### config.mk
export PLATFORM = sky130hd
export DESIGN_NAME = mem_port_arbiter
export DESIGN_NICKNAME = d
export VERILOG_FILES = /design/src/rtl/mem_port_arbiter.sv
export SDC_FILE = /design/constraint.sdc
export NUM_CORES = 1
export LEC_CHECK = 0
export CAP_MARGIN = 20
export CORE_MARGIN = 10
export CORE_UTILIZATION = 43
export CTS_CLUSTER_DIAMETER = 100
export DETAILED_ROUTE_END_ITERATION = 10
export PLACE_DENSITY = 0.84
export SLEW_MARGIN = 20
export SYNTH_ARGS = -nofsm -noshare
export SYNTH_HDL_FRONTEND = slang
export SYNTH_SLANG_ARGS = --single-unit
### constraint.sdc
create_clock -name clk -period 2.2 [get_ports clk]
set_input_delay 0.22 -clock clk [delete_from_list [all_inputs] [get_ports clk]]
set_output_delay 0.22 -clock clk [all_outputs]
set_load 0.02 [all_outputs]
### src/rtl/mem_port_arbiter.sv
// Shares one memory port between instruction fetch and load/store.
// Load/store wins arbitration; a starvation limit and a response watchdog apply.
module mem_port_arbiter #(
  parameter int AW            = 32,
  parameter int DW            = 32,
  parameter int IF_STARVE_MAX = 4,
  parameter int TIMEOUT_CYC   = 255
) (
  input  logic            clk,
  input  logic            rst,
  input  logic            if_req,
  input  logic [AW-1:0]   if_addr,
  output logic            if_gnt,
  output logic            if_rvalid,
  output logic [DW-1:0]   if_rdata,
  input  logic            ls_req,
  input  logic            ls_wen,
  input  logic [AW-1:0]   ls_addr,
  input  logic [DW-1:0]   ls_wdata,
  input  logic [DW/8-1:0] ls_wmask,
  output logic            ls_gnt,
  output logic            ls_rvalid,
  output logic [DW-1:0]   ls_rdata,
  output logic            mem_en,
  output logic            mem_wen,
  output logic [AW-1:0]   mem_addr,
  output logic [DW-1:0]   mem_wdata,
  output logic [DW/8-1:0] mem_wmask,
  input  logic            mem_ready,
  input  logic            mem_rvalid,
  input  logic [DW-1:0]   mem_rdata,
  output logic            err
);

  typedef enum logic [1:0] {
    IDLE,
    REQ,
    RESP
  } state_t;

  localparam logic [7:0] STARVE_LIM = 8'(IF_STARVE_MAX);
  localparam logic [7:0] WD_LIM     = 8'(TIMEOUT_CYC);
  localparam logic [7:0] WD_LAST    = 8'(TIMEOUT_CYC - 1);
  localparam bit         WD_ON      = (TIMEOUT_CYC != 0);

  state_t     state;
  logic       owner_ls;
  logic       owner_wen;
  logic [7:0] starve;
  logic [7:0] wd;
  logic       forced;
  logic       idle;

  always_comb begin
    idle   = (state == IDLE);
    forced = if_req && (starve == STARVE_LIM);
    ls_gnt = idle && ls_req && !forced;
    if_gnt = idle && if_req && !ls_gnt;
  end

  always_ff @(posedge clk or negedge rst) begin
    if (!rst) begin
      state     <= IDLE;
      owner_ls  <= 1'b0;
      owner_wen <= 1'b0;
      starve    <= '0;
      wd        <= '0;
      mem_en    <= 1'b0;
      mem_wen   <= 1'b0;
      mem_addr  <= '0;
      mem_wdata <= '0;
      mem_wmask <= '0;
      if_rvalid <= 1'b0;
      if_rdata  <= '0;
      ls_rvalid <= 1'b0;
      ls_rdata  <= '0;
      err       <= 1'b0;
    end else begin
      if_rvalid <= 1'b0;
      ls_rvalid <= 1'b0;
      err       <= 1'b0;
      unique case (state)
        IDLE: begin
          wd <= '0;
          if (ls_gnt) begin
            owner_ls  <= 1'b1;
            owner_wen <= ls_wen;
            mem_en    <= 1'b1;
            mem_wen   <= ls_wen;
            mem_addr  <= ls_addr;
            mem_wdata <= ls_wdata;
            mem_wmask <= ls_wmask;
            starve    <= if_req ? starve + 8'd1 : '0;
            state     <= REQ;
          end else if (if_gnt) begin
            owner_ls  <= 1'b0;
            owner_wen <= 1'b0;
            mem_en    <= 1'b1;
            mem_wen   <= 1'b0;
            mem_addr  <= if_addr;
            mem_wdata <= '0;
            mem_wmask <= '0;
            starve    <= '0;
            state     <= REQ;
          end else if (!if_req) begin
            starve <= '0;
          end
        end
        REQ: begin
          if (mem_ready) begin
            mem_en <= 1'b0;
            state  <= RESP;
          end
        end
        RESP: begin
          if (mem_rvalid) begin
            state <= IDLE;
            if (owner_ls) begin
              ls_rvalid <= 1'b1;
              ls_rdata  <= owner_wen ? '0 : mem_rdata;
            end else begin
              if_rvalid <= 1'b1;
              if_rdata  <= mem_rdata;
            end
          end else if (WD_ON && WD_LIM != 8'd0 && wd == WD_LAST) begin
            // Abort: answer the owner with zero data so the CPU never hangs.
            state <= IDLE;
            err   <= 1'b1;
            if (owner_ls) begin
              ls_rvalid <= 1'b1;
              ls_rdata  <= '0;
            end else begin
              if_rvalid <= 1'b1;
              if_rdata  <= '0;
            end
          end else begin
            wd <= wd + 8'd1;
          end
        end
        default: state <= IDLE;
      endcase
    end
  end

endmodule

Yosys cells after proc, flatten, opt, wreduce, memory -nomap -nowiden
Cells that the tools add are included.
{"block": "classes", "add_sub_neg": 2, "n_eq_ne": 10, "mux": 46, "n_bitwise": 1, "reduce_logical": 19}
{"operator": "two-way mux 32 bit", "n": 13}
{"operator": "two-way mux 8 bit", "n": 6}
{"operator": "two-way mux 1 bit", "n": 17}
{"operator": "adder 8 x 1 -> 8 bit (second input constant)", "n": 2}
{"operator": "one-hot mux 8 bit (2 select lines)", "n": 1}
{"operator": "AND reduction 3 bit", "n": 5}
{"operator": "two-way mux 2 bit", "n": 5}
{"operator": "equality test 8 x 3 -> 1 bit (second input constant)", "n": 1}
{"operator": "equality test 8 bit (second input constant)", "n": 1}
{"operator": "two-way mux 4 bit", "n": 2}
{"operator": "nonzero test 2 bit", "n": 4}
{"operator": "!= test 2 bit (second input constant)", "n": 3}
{"operator": "!= test 3 bit (second input constant)", "n": 2}
{"operator": "one-hot mux 2 bit (3 select lines)", "n": 1}
{"operator": "logical AND 1 bit", "n": 5}
{"operator": "AND reduction 2 bit", "n": 2}
{"operator": "!= test 3 x 1 -> 1 bit (second input constant)", "n": 1}
{"operator": "equality test 2 x 1 -> 1 bit (second input constant)", "n": 1}
{"operator": "equality test 2 bit (second input constant)", "n": 1}
{"operator": "zero test 1 bit", "n": 2}
{"operator": "zero test 2 bit", "n": 1}
{"operator": "one-hot mux 1 bit (2 select lines)", "n": 1}
{"operator": "inverter 1 bit", "n": 1}
{"block": "word_totals", "regBits": 156, "in_bits": 139, "output_inout_bits": 139, "elab_cells": 92}

Depth between registers and ports, before layout
{"block": "depth", "word_depth": 9, "mapped_depth": 9, "depth_no_buf": 7}

Worst setup path before layout
OpenSTA, ideal clock, no wires.
{"block": "synth_timing", "kind": "flip-flop to output port", "from": "reg starve[4]", "to": "out if_gnt", "arrival_ns": 1.894, "required_ns": 1.980, "setup_slack_ns": 0.086, "stages_incl_launch_ff": 7, "path_buffers": 2, "path_cell_list": "dfrtp_1 -> clkbuf_1 -> or4b_1 -> o211ai_2 -> inv_2 -> clkbuf_1 -> nor2_1"}
{"block": "synth_between", "elab_chain_len": 6}
{"item": "start, declared", "line": "49", "text": "logic [7:0] starve;"}
{"item": "start signal, assigned", "line": "93", "text": "starve <= if_req ? starve + 8'd1 : '0;"}
{"item": "equality test 8 x 3 -> 1 bit", "line": "56", "text": "forced = if_req && (starve == STARVE_LIM);"}
{"item": "logical AND 1 bit", "line": "56"}
{"item": "zero test 1 bit", "line": "57", "text": "ls_gnt = idle && ls_req && !forced;"}
{"item": "logical AND 1 bit", "line": "57"}
{"item": "via ls_gnt", "line": "21", "text": "output logic ls_gnt,"}
{"item": "zero test 1 bit", "line": "58", "text": "if_gnt = idle && if_req && !ls_gnt;"}
{"item": "logical AND 1 bit", "line": "58"}
{"item": "end, declared", "line": "13", "text": "output logic if_gnt,"}
The timed path passes the listed nets, and every way through them passes these cells.

Final worst setup path
{"block": "layout_timing", "from": "reg starve[3]", "to": "out ls_gnt"}
{"block": "layout_between", "elab_chain_len": 4}
{"item": "equality test 8 x 3 -> 1 bit", "line": "56"}
{"item": "logical AND 1 bit", "line": "56"}
{"item": "zero test 1 bit", "line": "57"}
{"item": "logical AND 1 bit", "line": "57"}
{"item": "end, declared", "line": "21"}
No other way between the ends.

==> results.md <==
- GRT Residual Overflow: 0
- Syn_nets: 771
- Num ports: around 280
- Count of unique library cells instantiated by Yosys: 43
- Worst Max-Slew Pin Slew: approximately 0.65 ns
- Cell area after synthesis: 0.006510 sq mm
- Die W: 143.0 um
- Leakage power figure: 4.431 nW
- Clock Sinks: approximately 160
- CP required: 1.98 ns
- Fraction of post-synthesis cell area in the top cell type by area: 0.5997
- Total clock buffers created by CTS: 17
- Final total negative setup slack: 0 ns
- Maximum clock frequency: about 0.47 GHz
- Total die area: just over 0.02 sq mm
- Sequential cell fraction of total power: 0.330
- Core box area: 0.01470 sq mm
- Final cycle utilization of the critical path: 0.9732
- Setup bufs post-CTS: 0
- Dominant cell by count in the synthesized netlist: sky130_fd_sc_hd__nand2_1
- Max stage delay cell, worst path: sky130_fd_sc_hd__or4b_4
- Effective utilization at floorplan: 0.4429
- Pre-CTS setup slack: -0.1981 ns
- Number of warnings issued by yosys: 0
- GP Congestion: 0.8214
- Data arrival time of the critical path: roughly 1.9 ns
- Clock tree from TritonCTS: done
- Min Tclk post-route: 2.141 ns
- Global-route total usage across every layer: 0.2097
- List of most frequent post-synthesis cells: sky130_fd_sc_hd__nand2_1, sky130_fd_sc_hd__dfrtp_1, sky130_fd_sc_hd__a32o_1, sky130_fd_sc_hd__nand3_1, sky130_fd_sc_hd__nor2_1
- Post-detailed-routing wire length: 21940 um
- Status: completed
- Startpoint Class: register
- WP buf/inv: 3
- FF/Latch Area: roughly 0.0039 sq mm
- Class of the tightest hold or removal check: in2async
- Max-cap viol count: 0
- Series of cell instances along the critical path: or4b_4 > o211ai_4 > inv_2 > buf_4 > buf_2
- Sort of element at the end of the critical path: output port
- Clock tree skew after final layout: 0.007264 ns
- Post-synthesis async set-or-reset flop share: 1.000
- Number of slew-limit violations in the final report: 0
- Reported net switching power: roughly 5.6 mW
- Routed via count: 6055
- Utilization after layout: 0.6882
- Flip-flop and latch count after synthesis: 156
- Fraction of final layout cells with drive strength greater than 1: 0.08406
- Final setup violation count: 0
- Post-synthesis cell count: 628
- Highest ir drop seen on vdd: about 850 uV
- Mean post-synth cell area: 10.37 sq um
- Critical Path Max Stage Delay: 0.56 ns
- Number of antenna violations at the first check in global routing: 0
- Diodes inserted: 0
- Buffer cell driving the clock tree root: sky130_fd_sc_hd__clkbuf_16
- Antenna Violating Nets Remaining: 0
- IO Port Bufs: 277
- Count of flip-flops with a built-in enable after synthesis: 0
- Wirelength per Cell: around 20 um
- Main area contributors after synthesis: sky130_fd_sc_hd__dfrtp_1, sky130_fd_sc_hd__a32o_1, sky130_fd_sc_hd__nand2_1, sky130_fd_sc_hd__nand3_1, sky130_fd_sc_hd__a31oi_1
- Combinational power share: 0.482
- Filler cell count in the final layout: 1125
- Detail-routed via count per cell: roughly 5.5
- Cell type group with the largest total delay on the critical path: simple AND/OR/NAND/NOR gates
- Cell type contributing the most total cell area after synthesis: sky130_fd_sc_hd__dfrtp_1
- Iteration count of the initial detailed-routing pass: 7
- Residual DRC count: 0
- DR iter-0 viols: 421
- RSZ-0062 raised after global routing: no
- WS Path Type: reg2out
- Maximum number of pins on one net before global-route repair: 79
- Internal power of the cells: just under 9 mW
- Nets@finish: approximately 1000
- Area added between synthesis and finish: 55.39%
- Insertion delay to the later sink of the worst-skew pair: 0.42 ns
- Clock-pin transition on the worst setup and hold timing paths: about 0.060 ns
- Sequential cell area fraction in the yosys report: 0.5997
- Total power density per cell area: 1422 mW/mm^2
- Maximum buffer depth of the clock tree: 2
- Max-slew headroom at the worst pin: 0.5636
- Maximum fanout along the worst path: 2
- Vias in the first global route: 6216
- Row count: 44
- First-pass GRT wire length: 33960 um
- Final Worst Setup Slack: 0.05891 ns
- Final Hold Violating Endpoints: 0
- Height of the die: ~140 um
- Pwr Total: 14.39 mW
- Worst R2R Setup Slack: 0.20 ns
- Level count of the clock H-tree: 4
- Half-perimeter wire length after detailed placement: 15850 um
- Share of power burned in the clock network: 0.188
- Most instantiated flip-flop cell in the synthesis netlist: sky130_fd_sc_hd__dfrtp_1
- Area of the multi-input gates: 0.002362 sq mm
- Fraction of power spent switching nets: 0.3894
metal layers:
| metal | vias to the layer above | part of all wire | GRT usage |
|---|---|---|---|
| met3 | 30 | 0.11 | 0.09353 |
| met4 | 0 | 0.021 | 0.07492 |
| met1 | 2974 | 0.37 | 0.2301 |
| li1 | 2800 | - | - |
| met2 | 251 | 0.50 | 0.3525 |
| met5 | - | 0 | 0 |
final cells by class:
class	count	share of cell area
clock buffer	19	0.04477
clock inverter	12	0.009029
inverter	10	0.003711
multi-input combinational	411	0.2335
sequential	156	0.3859
tap	184	0.02276
timing repair buffer	308	0.3003
what timing repair did:
action,4_1_cts,5_1_grt
hold buffers,1,0
gates cloned,0,0
gates resized for setup,12,1
endpoints found under the hold margin,156,0
pin swaps,0,0
endpoints found under the setup margin,2,2
logic make-up after synthesis:
| kind of cell | Yosys count | share of synthesized area |
|---|---|---|
| compound gates | 124 | 0.1589 |
| xor+xnor | 2 | 0.002691 |
| fa+ha+maj | 4 | 0.007688 |
| buf+inv | 61 | 0.04209 |
| flops | 156 | 0.5997 |
| simple gates | 281 | 0.1889 |
cell usage in the layout, fill, tap and decap left out, drive strengths merged, types with 8 or more instances in the layout:
cell type / n
clkdlybuf4s50: 273
nand2: 157
dfrtp: 156
a32o: 62
nand3: 50
nor2: 43
a31oi: 36
buf: 34
clkbuf: 19
inv: 13
o21ai: 8
metrics by stage:
| stage | hold WS (ns) | instance area, sq um | instances |
|---|---|---|---|
| 6_report | 0.1577 | 10120 | 1100 |
| 4_1_cts | 0.1387 | 10110 | 1100 |
| 3_3_place_gp | 0.01632 | 9554 | 1068 |
| 2_1_floorplan | -0.07559 | 6510 | 628 |
| 5_1_grt | 0.1554 | 10120 | 1100 |
| 3_5_place_dp | 0.01564 | 9554 | 1068 |
flip-flops by register name (all words and copies together), names as in the netlist:
name / count
owner_wen: 1
mem_wmask: 4
mem_addr: 32
mem_en: 1
wd: 8
if_rdata: 32
starve: 8
if_rvalid: 1
mem_wdata: 32
state: 2
ls_rvalid: 1
err: 1
owner_ls: 1
ls_rdata: 32
worst register-to-register path, cell delays in order (launching register included):
cell and delay (ns):
sky130_fd_sc_hd__dfrtp_1 0.38, sky130_fd_sc_hd__or4b_4 0.56, sky130_fd_sc_hd__o211ai_4 0.18, sky130_fd_sc_hd__buf_4 0.14, sky130_fd_sc_hd__buf_4 0.39, sky130_fd_sc_hd__nor2_1 0.10
sky130_fd_sc_hd__a31oi_1 0.17
power groups by stage:
stage | registers, mW | clock network, mW | logic [mW]
floorplan | 6.12 | 0 | 2.10
global placement | 4.73 | 0 | 6.89
detailed placement | 4.78 | 0 | 6.99
CTS | 4.76 | 2.76 | 7.04
global route | 4.90 | 2.88 | 7.42
finish | 4.75 | 2.71 | 6.93
final timing paths:
path | from | end | cells after the start
min in group clk | mem_rvalid | wd[6] | 4
max reg2reg | starve[3] | mem_addr[5] | 6
min | rst | if_rdata[23] | 2
min reg2reg | if_rdata[21] | if_rdata[21] | 1
max | starve[3] | ls_gnt | 5
max in group asynchronous | rst | mem_wdata[4] | 3
No activity file was read; power rests on OpenSTA's default activity.
